## config.mk

```make
export PLATFORM = sky130hd
export DESIGN_NAME = dac_sweep_sequencer_flat
export DESIGN_NICKNAME = d
export VERILOG_FILES = /design/src/rtl/dac_sweep_sequencer_if.sv /design/src/rtl/dac_sweep_sequencer.sv /design/src/flat_wrapper.sv
export SDC_FILE = /design/constraint.sdc
export NUM_CORES = 1
export LEC_CHECK = 0
export CORE_UTILIZATION = 59
export DETAILED_ROUTE_END_ITERATION = 10
export MAX_ROUTING_LAYER = met4
export PLACE_DENSITY = 0.8
export SYNTH_ARGS = -nofsm -noshare
export SYNTH_HDL_FRONTEND = slang
export SYNTH_SLANG_ARGS = --single-unit
```

## constraint.sdc

```tcl
create_clock -name ipClk -period 4.03 [get_ports ipClk]
set_input_delay 0.806 -clock ipClk [delete_from_list [all_inputs] [get_ports ipClk]]
set_output_delay 0.806 -clock ipClk [all_outputs]
set_load 0.01 [all_outputs]
```

## src/rtl/dac_sweep_sequencer_if.sv

```systemverilog
// Control/data bundle between the UART command layer and the sweep sequencer.
// The master drives profile writes and run control; the slave returns DAC settings and status.
interface dac_sweep_sequencer_if #(
    parameter int NUM_PROFILES = 4,
    parameter int DWELL_WIDTH  = 24
);
    localparam int IDXW = $clog2(NUM_PROFILES);

    logic                   ipWrEn;
    logic [IDXW+1:0]        ipWrAddr;
    logic [7:0]             ipWrData;
    logic                   ipStart;
    logic                   ipStop;
    logic                   ipLoop;
    logic [IDXW-1:0]        ipLast;
    logic [DWELL_WIDTH-1:0] ipDwell;
    logic [1:0]             opControl;
    logic [7:0]             opStartFreq;
    logic [7:0]             opEndFreq;
    logic [7:0]             opStep;
    logic [IDXW-1:0]        opProfile;
    logic                   opBusy;
    logic                   opDone;
    logic                   opWrErr;

    modport master (
        output ipWrEn, ipWrAddr, ipWrData, ipStart, ipStop, ipLoop, ipLast, ipDwell,
        input  opControl, opStartFreq, opEndFreq, opStep, opProfile, opBusy, opDone, opWrErr
    );

    modport slave (
        input  ipWrEn, ipWrAddr, ipWrData, ipStart, ipStop, ipLoop, ipLast, ipDwell,
        output opControl, opStartFreq, opEndFreq, opStep, opProfile, opBusy, opDone, opWrErr
    );
endinterface

```

## src/rtl/dac_sweep_sequencer.sv

```systemverilog
// Plays back stored sweep profiles to the DAC, one dwell period each, with a
// one-cycle stop gap (SETUP) before every profile so the DAC restarts cleanly.
module dac_sweep_sequencer #(
    parameter int NUM_PROFILES = 4,
    parameter int DWELL_WIDTH  = 24
) (
    input logic                   ipClk,
    input logic                   ipnReset,
    dac_sweep_sequencer_if.slave  bus
);
    localparam int IDXW = $clog2(NUM_PROFILES);

    typedef enum logic [1:0] {IDLE, SETUP, RUN, DONE} state_e;

    state_e                 state_q, state_d;
    logic [IDXW-1:0]        idx_q, idx_d;
    logic [IDXW-1:0]        last_q, last_d;
    logic [DWELL_WIDTH-1:0] dwell_q, dwell_d;
    logic [DWELL_WIDTH-1:0] cnt_q, cnt_d;
    logic [7:0]             mode_q  [NUM_PROFILES];
    logic [7:0]             mode_d  [NUM_PROFILES];
    logic [7:0]             start_q [NUM_PROFILES];
    logic [7:0]             start_d [NUM_PROFILES];
    logic [7:0]             end_q   [NUM_PROFILES];
    logic [7:0]             end_d   [NUM_PROFILES];
    logic [7:0]             step_q  [NUM_PROFILES];
    logic [7:0]             step_d  [NUM_PROFILES];
    logic [7:0]             sf_q, sf_d, ef_q, ef_d, st_q, st_d;
    logic                   wr_err_q, wr_err_d;

    logic [IDXW-1:0]        wr_idx;
    logic [1:0]             wr_fld;
    logic                   wr_hit;
    logic [1:0]             cur_ctl;
    state_e                 adv_state;
    logic [IDXW-1:0]        adv_idx;

    function automatic logic [1:0] decode(input logic [7:0] m);
        case (m)
            8'h00:   return 2'b01;
            8'hFE:   return 2'b11;
            default: return 2'b00;
        endcase
    endfunction

    assign wr_idx  = bus.ipWrAddr[IDXW+1:2];
    assign wr_fld  = bus.ipWrAddr[1:0];
    // The active profile's bytes are frozen while it is being set up or played.
    assign wr_hit  = ((state_q == SETUP) || (state_q == RUN)) && (wr_idx == idx_q);
    assign cur_ctl = decode(mode_q[idx_q]);

    always_ff @(posedge ipClk or negedge ipnReset) begin
        if (!ipnReset) begin
            state_q  <= IDLE;
            idx_q    <= '0;
            last_q   <= '0;
            dwell_q  <= '0;
            cnt_q    <= '0;
            sf_q     <= '0;
            ef_q     <= '0;
            st_q     <= '0;
            wr_err_q <= 1'b0;
            for (int i = 0; i < NUM_PROFILES; i++) begin
                mode_q[i]  <= 8'hFD;
                start_q[i] <= '0;
                end_q[i]   <= '0;
                step_q[i]  <= '0;
            end
        end else begin
            state_q  <= state_d;
            idx_q    <= idx_d;
            last_q   <= last_d;
            dwell_q  <= dwell_d;
            cnt_q    <= cnt_d;
            sf_q     <= sf_d;
            ef_q     <= ef_d;
            st_q     <= st_d;
            wr_err_q <= wr_err_d;
            mode_q   <= mode_d;
            start_q  <= start_d;
            end_q    <= end_d;
            step_q   <= step_d;
        end
    end

    // Where the sequence goes once the current profile is finished or skipped.
    always_comb begin
        adv_state = DONE;
        adv_idx   = idx_q;
        if (idx_q < last_q) begin
            adv_state = SETUP;
            adv_idx   = idx_q + 1'b1;
        end else if (bus.ipLoop) begin
            adv_state = SETUP;
            adv_idx   = '0;
        end
    end

    always_comb begin
        state_d  = state_q;
        idx_d    = idx_q;
        last_d   = last_q;
        dwell_d  = dwell_q;
        cnt_d    = cnt_q;
        sf_d     = sf_q;
        ef_d     = ef_q;
        st_d     = st_q;
        wr_err_d = 1'b0;
        mode_d   = mode_q;
        start_d  = start_q;
        end_d    = end_q;
        step_d   = step_q;

        case (state_q)
            IDLE: begin
                if (bus.ipStart) begin
                    state_d = SETUP;
                    idx_d   = '0;
                    last_d  = bus.ipLast;
                    dwell_d = bus.ipDwell;
                end
            end
            SETUP: begin
                sf_d = start_q[idx_q];
                ef_d = end_q[idx_q];
                st_d = step_q[idx_q];
                if (cur_ctl != 2'b00) begin
                    state_d = RUN;
                    cnt_d   = (dwell_q == '0) ? DWELL_WIDTH'(1) : dwell_q;
                end else begin
                    state_d = adv_state;
                    idx_d   = adv_idx;
                end
            end
            RUN: begin
                cnt_d = cnt_q - 1'b1;
                if (cnt_q == DWELL_WIDTH'(1)) begin
                    state_d = adv_state;
                    idx_d   = adv_idx;
                end
            end
            default: state_d = IDLE;
        endcase

        if (bus.ipStop) state_d = IDLE;

        if (bus.ipWrEn) begin
            if (wr_hit) begin
                wr_err_d = 1'b1;
            end else begin
                case (wr_fld)
                    2'd0:    mode_d[wr_idx]  = bus.ipWrData;
                    2'd1:    start_d[wr_idx] = bus.ipWrData;
                    2'd2:    end_d[wr_idx]   = bus.ipWrData;
                    default: step_d[wr_idx]  = bus.ipWrData;
                endcase
            end
        end
    end

    // In SETUP the DAC sees the new profile's bytes straight from storage; afterwards the held copy.
    always_comb begin
        bus.opControl   = (state_q == RUN) ? cur_ctl : 2'b00;
        bus.opStartFreq = (state_q == SETUP) ? start_q[idx_q] : sf_q;
        bus.opEndFreq   = (state_q == SETUP) ? end_q[idx_q]   : ef_q;
        bus.opStep      = (state_q == SETUP) ? step_q[idx_q]  : st_q;
        bus.opProfile   = idx_q;
        bus.opBusy      = (state_q != IDLE);
        bus.opDone      = (state_q == DONE);
        bus.opWrErr     = wr_err_q;
    end
endmodule

```

## src/flat_wrapper.sv

```systemverilog
// flat-port wrapper written by rule: the top's interface ports become plain ports
module dac_sweep_sequencer_flat 
#(
    parameter int NUM_PROFILES = 4,
    parameter int DWELL_WIDTH  = 24
)
  (ipClk, ipnReset, bus_ipWrEn, bus_ipWrAddr, bus_ipWrData, bus_ipStart, bus_ipStop, bus_ipLoop, bus_ipLast, bus_ipDwell, bus_opControl, bus_opStartFreq, bus_opEndFreq, bus_opStep, bus_opProfile, bus_opBusy, bus_opDone, bus_opWrErr);
  dac_sweep_sequencer_if #(.NUM_PROFILES(NUM_PROFILES), .DWELL_WIDTH(DWELL_WIDTH)) bus_i ();
  input logic ipClk;
  input logic ipnReset;
  input wire logic [$bits(bus_i.ipWrEn)-1:0] bus_ipWrEn;
  input wire logic [$bits(bus_i.ipWrAddr)-1:0] bus_ipWrAddr;
  input wire logic [$bits(bus_i.ipWrData)-1:0] bus_ipWrData;
  input wire logic [$bits(bus_i.ipStart)-1:0] bus_ipStart;
  input wire logic [$bits(bus_i.ipStop)-1:0] bus_ipStop;
  input wire logic [$bits(bus_i.ipLoop)-1:0] bus_ipLoop;
  input wire logic [$bits(bus_i.ipLast)-1:0] bus_ipLast;
  input wire logic [$bits(bus_i.ipDwell)-1:0] bus_ipDwell;
  output wire logic [$bits(bus_i.opControl)-1:0] bus_opControl;
  output wire logic [$bits(bus_i.opStartFreq)-1:0] bus_opStartFreq;
  output wire logic [$bits(bus_i.opEndFreq)-1:0] bus_opEndFreq;
  output wire logic [$bits(bus_i.opStep)-1:0] bus_opStep;
  output wire logic [$bits(bus_i.opProfile)-1:0] bus_opProfile;
  output wire logic [$bits(bus_i.opBusy)-1:0] bus_opBusy;
  output wire logic [$bits(bus_i.opDone)-1:0] bus_opDone;
  output wire logic [$bits(bus_i.opWrErr)-1:0] bus_opWrErr;
  assign bus_i.ipWrEn = bus_ipWrEn;
  assign bus_i.ipWrAddr = bus_ipWrAddr;
  assign bus_i.ipWrData = bus_ipWrData;
  assign bus_i.ipStart = bus_ipStart;
  assign bus_i.ipStop = bus_ipStop;
  assign bus_i.ipLoop = bus_ipLoop;
  assign bus_i.ipLast = bus_ipLast;
  assign bus_i.ipDwell = bus_ipDwell;
  assign bus_opControl = bus_i.opControl;
  assign bus_opStartFreq = bus_i.opStartFreq;
  assign bus_opEndFreq = bus_i.opEndFreq;
  assign bus_opStep = bus_i.opStep;
  assign bus_opProfile = bus_i.opProfile;
  assign bus_opBusy = bus_i.opBusy;
  assign bus_opDone = bus_i.opDone;
  assign bus_opWrErr = bus_i.opWrErr;
  dac_sweep_sequencer #(.NUM_PROFILES(NUM_PROFILES), .DWELL_WIDTH(DWELL_WIDTH)) u_core (.ipClk(ipClk), .ipnReset(ipnReset), .bus(bus_i));
endmodule
```

# Yosys cells after proc, flatten, opt, wreduce, memory -nomap -nowiden
# Cells that the tools add are included.
# Widths: inputs -> output; s select.
totals:
  ff_bits: 207
  out_inout_bits: 31
  elab_cells: 110
op_classes:
  add_sub_neg: 2
  n_lt_le_gt_ge: 4
  n_eq_ne: 14
  muxes: 41
  n_bitwise: 4
  reduce_logical: 20
op_table:
  columns: ["op", "count"]
  rows:
  - ["$bwmux 32", 4]
  - ["$mux 8", 12]
  - ["$bmux 8 s2", 4]
  - ["$mux 24", 2]
  - ["$pmux 24 s2", 1]
  - ["$eq 24x1->1 const B", 1]
  - ["$logic_not 24->1", 1]
  - ["$mux 2", 12]
  - ["$sub 24x1->24 const B", 1]
  - ["$demux 8 s2", 1]
  - ["$pmux 2 s3", 2]
  - ["$reduce_and 3->1", 4]
  - ["$eq 8x8->1 const B", 1]
  - ["$logic_not 8->1", 1]
  - ["$eq 2x2->1 const B", 3]
  - ["$ge 3x3->1 const B", 2]
  - ["$ne 2x2->1 const B", 3]
  - ["$not 2->3", 2]
  - ["$reduce_and 2->1", 3]
  - ["$reduce_bool 2->1", 3]
  - ["$eq 2x1->1 const B", 2]
  - ["$logic_not 2->1", 2]
  - ["$pmux 2 s2", 1]
  - ["$reduce_and 4->1", 1]
  - ["13 further kinds", 16]

# Logic depth before layout (Yosys ltp)
depth:
  depth_word: 10
  depth_mapped: 9
  mapped_depth_nobuf: 8

# Worst setup path before layout
# No wires, ideal clock.
synth_path:
  kind: "flip-flop to output port"
  from: "register u_core.idx_q[0] (netlist: u_core.bus.opProfile[0])"
  to: "output bus_opStartFreq[0]"
  arrival_ns: 2.361
  t_required_ns: 3.224
  path_slack_ns: 0.863
  stages_incl_launch_ff: 6
  path_buffers: 3
  path_cell_list: "dfrtp_1 > buf_6 > buf_1 > clkbuf_1 > mux4_2 > mux2_2"
synth_between:
  elab_chain_cells: 5
synth_rtl:
  columns: ["item", "line_no", "rtl"]
  rows:
  - ["start, declared", "dac_sweep_sequencer.sv:16", "logic [IDXW-1:0] idx_q, idx_d;"]
  - ["start signal, assigned", "dac_sweep_sequencer.sv:71", "idx_q <= idx_d;"]
  - ["$not 2->3 (not written as such)", "dac_sweep_sequencer.sv:164", "bus.opStartFreq = (state_q == SETUP) ? start_q[idx_q] : sf_q;"]
  - ["$bmux 8 s2", "dac_sweep_sequencer.sv:164", null]
  - ["$mux 8 (not written as such) (2 in series)", "dac_sweep_sequencer.sv:164", null]
  - ["$mux 8", "dac_sweep_sequencer.sv:164", null]
  - ["end, declared", "flat_wrapper.sv:20", "output wire logic [$bits(bus_i.opStartFreq)-1:0] bus_opStartFreq;"]
# Every way passes these cells. The select of a mux whose other input is x is not followed.

# Worst setup path after layout
layout_path:
  from: "register u_core.idx_q[0] (netlist: u_core.bus.opProfile[0])"
  to: "output bus_opEndFreq[7]"
layout_between:
  elab_chain_cells: 5
layout_rtl:
  columns: ["item", "line_no", "rtl"]
  rows:
  - ["$not 2->3 (not written as such)", "dac_sweep_sequencer.sv:165", "bus.opEndFreq = (state_q == SETUP) ? end_q[idx_q] : ef_q;"]
  - ["$bmux 8 s2", "dac_sweep_sequencer.sv:165", null]
  - ["$mux 8 (not written as such) (2 in series)", "dac_sweep_sequencer.sv:165", null]
  - ["$mux 8", "dac_sweep_sequencer.sv:165", null]
  - ["end, declared", "flat_wrapper.sv:21", "output wire logic [$bits(bus_i.opEndFreq)-1:0] bus_opEndFreq;"]
# Every way passes these cells. The select of a mux whose other input is x is not followed.

==> impl_metrics.yaml <==
worst_setup_path:
  path_delay_family: "buffers and inverters"
  critPathCaptureType: "primary output"
  crit_chain: "buf_4, buf_4, mux4_2, mux2_2, clkdlybuf4s50_1"
  path_buf_inv: 3
  cp_max_fo: 24
  crit_top_cell: "buf_4"
  critPathKind: "flop to primary output"
  worstSetupStartpointType: "flop"
  cpPeakStageDelay_ps: 590
  cp_slowest_cell: "mux4_2"
  critPathArrivalTime_ps: 3050
  cp.required_ps: 3220
  reg2reg_slack_ps: 980
die:
  io-pin-count: 75
  die-area_mm2: 0.0173
  die_h_um: 132
  core_area_mm2: 0.0165
  die_x_um: 132
  num_rows: 47
  initial_core_util_pct: 60.2
clocking:
  clock-sinks: 207
  cts_buffers: 23
  cts-root-buf: "clkbuf_16"
  h-tree-depth: 1
  tritoncts: "built"
  hold_buffers: 0
  clk_pin_slew_ps: 60
  cts_buffer_depth: 3
  clk-insertion-delay-late_ps: 520
placed_design:
  io_buffer_count: 74
  place_congestion: 0.884
  hpwlAfterDp_mm: 14.6
  place_inst: 1018
timing:
  clock.fmax_mhz: 259
  fin_skew_ps: 14.4
  tightest_slew_ps: 1120
  period_minus_slack_ps: 3850
  holdWs_ps: 325
  finalCritPeriodShare_pct: 95.7
  rsz0062_at_grt: "no"
  final.setup.tns_ps: 0
  setup_violations: 0
  final_hold_viol_count: 0
  maxSlewViolCount: 0
  relSlewSlack_pct: 25.2
routing:
  first_pass_iters: 5
  viasPerCell: 6.35
  wirelength_mm: 22.6
  drc: 0
  drtIter0Drc: 717
  vias: 6748
  antenna_left: 0
  drt-wirelength-per-cell_um: 21.3
layout:
  final_cells: 1062
  drive_gt1_share_pct: 36.9
  diodes: 0
  nFillCells: 1109
  syn2layout_area_growth_pct: 17.6
  nets: 876
synth:
  synth-seq-area-share_pct: 52.6
  syn_inst: 756
  synth_enable_flop_cells: 0
  async_flop_share_pct: 100
  synth_ff_type: "dfrtp_1"
  synth_cell_types: 65
  synthesis.area_mm2: 0.00991
  syn_area_per_cell_um2: 13.1
  yosysWarnings: 0
  synth_nets: 807
  synth-seq-cells: 207
global_route:
  grt_start_max_net_pins: 88
  antenna_found_initial: 0
  grt_first_pass_wirelength_mm: 37.3
  grt_pass1_vias: 6899
  track_usage_pct: 28.2
  grt.overflow.total: 0
outcome:
  outcome: "completed"
worst_hold_path:
  worstHoldPathType: "primary input to asynchronous set/reset pin"
flow_run:
  cap_violations: 0
pwr:
  vdd_drop_max_mv: 0.539
  p_per_area_mw_per_mm2: 714
  static-leakage-power_uw: 0.00476
==> worst reg2reg max path, delay by kind of cell (launching register included) <==
family	cells	cell delay [ps]
mux	1	410
simple gates	2	1180
flops	1	680
compound gates	3	690
==> power breakdown <==
part / internal (µW) / switching (µW)
Clock: 1310 / 815
Combinational: 1530 / 1190
Sequential: 2910 / 558
==> layer usage <==
| metal | part of all wire (%) | global-route usage, % | vias up |
|---|---|---|---|
| met4 | 2.3 | 7.88 | 0 |
| met1 | 43 | 38.5 | 3491 |
| met5 | 0 | - | - |
| met3 | 5.7 | 3.74 | 50 |
| li1 | - | - | 2959 |
| met2 | 49 | 44.8 | 248 |
==> what timing repair did <==
item | CTS | global route
gates resized for setup | 4 | 0
setup buffers | 2 | 0
setup endpoints to repair | 1 | 0
hold endpoints to repair | 0 | 0
==> sequential cells by signal, summed over array words and instances, names as in the netlist <==
register,flops
u_core.cnt_q,24
u_core.start_q,32
u_core.state_q,2
u_core.dwell_q,24
u_core.last_q,2
u_core.mode_q,32
u_core.bus.opProfile,2
u_core.step_q,32
u_core.bus.opWrErr,1
u_core.end_q,32
u_core.sf_q,8
u_core.ef_q,8
u_core.st_q,8
==> Yosys cell counts (3+ instances only) <==
cell / instances / area, µm²
nor2_2: 5 / 31.3
buf_6: 3 / 33.8
nor2b_1: 3 / 18.8
dfstp_2: 28 / 736
inv_1: 19 / 71.3
o31a_1: 3 / 26.3
o22ai_1: 11 / 68.8
o21ai_0: 17 / 85.1
dfrtp_1: 179 / 4480
a31oi_1: 10 / 62.6
a21oi_1: 25 / 125
or4_4: 3 / 33.8
nor4_1: 13 / 81.3
mux2i_1: 4 / 40.0
nand2_1: 30 / 113
mux2_2: 178 / 2000
o211ai_1: 3 / 22.5
buf_2: 6 / 30.0
a221o_1: 4 / 40.0
nand2b_1: 3 / 18.8
or3_1: 4 / 25.0
clkbuf_1: 36 / 135
nor2_1: 36 / 135
nand4_1: 5 / 31.3
or4_1: 7 / 52.6
nor3_1: 13 / 65.1
and3_1: 3 / 18.8
ha_1: 7 / 87.6
mux4_2: 32 / 721
o21ai_1: 4 / 20.0
nand3_1: 17 / 85.1
o2bb2ai_1: 5 / 43.8
==> path summary, 6_finish.rpt <==
| path | start | to | depth (start not counted) |
|---|---|---|---|
| max | u_core.bus.opProfile[0] | bus_opEndFreq[7] | 5 |
| min | ipnReset | u_core.sf_q[7] | 1 |
| max reg2reg | u_core.bus.opProfile[1] | u_core.cnt_q[5] | 6 |
| min reg2reg | u_core.st_q[1] | u_core.st_q[1] | 1 |
| max in group asynchronous | ipnReset | u_core.end_q[23] | 2 |
| min in group ipClk | u_core.st_q[1] | u_core.st_q[1] | 1 |
==> kinds of logic (layout without fill, tap and decap cells) <==
kind of cell	count (synthesis)	after routing	synth area share, %
xor gates and xnor gates	2	2	0.177
DFF	207	207	52.6
muxes	214	214	27.9
adders and majority gates	7	7	0.884
and+or+nand+nor	155	155	8.33
AOI/OAI and AO/OA	104	104	7.19
buffers and inverters	67	153	2.88
==> area by class of cell <==
type / count / area [µm²] / share of cell area (%)
flip-flops and latches: 207 / 5220 / 44.8
multi-input cells: 482 / 4420 / 37.9
repair buffers: 91 / 883 / 7.58
clock buffers: 37 / 698 / 5.99
well taps: 220 / 275 / 2.36
clock inverters: 5 / 78.8 / 0.677
inverters: 20 / 75.1 / 0.645
==> cells in the final DEF (no fill, tap or decap), types with 6 or more instances in the layout <==
master | netlist | routed
dfstp_2 | 28 | 28
nand3_1 | 17 | 17
dfrtp_1 | 179 | 178
o22ai_1 | 11 | 11
mux4_2 | 32 | 32
clkdlybuf4s50_1 | 0 | 72
a21oi_1 | 25 | 25
nand2_1 | 30 | 30
clkbuf_16 | 0 | 23
o21ai_0 | 17 | 17
ha_1 | 7 | 6
nor3_1 | 13 | 13
nor4_1 | 13 | 13
clkbuf_8 | 0 | 8
or4_1 | 7 | 7
inv_1 | 19 | 19
clkbuf_1 | 36 | 7
nor2_1 | 36 | 36
a31oi_1 | 10 | 10
mux2_2 | 178 | 178
buf_4 | 1 | 16
==> metrics by stage <==
step	setup WS, ps	instance area [µm²]	power [µW]	utilization (%)
final	175	11600	8310	70.7
after global routing	22.2	11600	8750	70.7
after CTS	123	11600	8340	70.7
after detailed placement	329	10800	6160	65.9
after global placement	432	10800	6010	65.9
after floorplan	863	9910	5190	-
No activity file was read; power rests on OpenSTA's default activity.
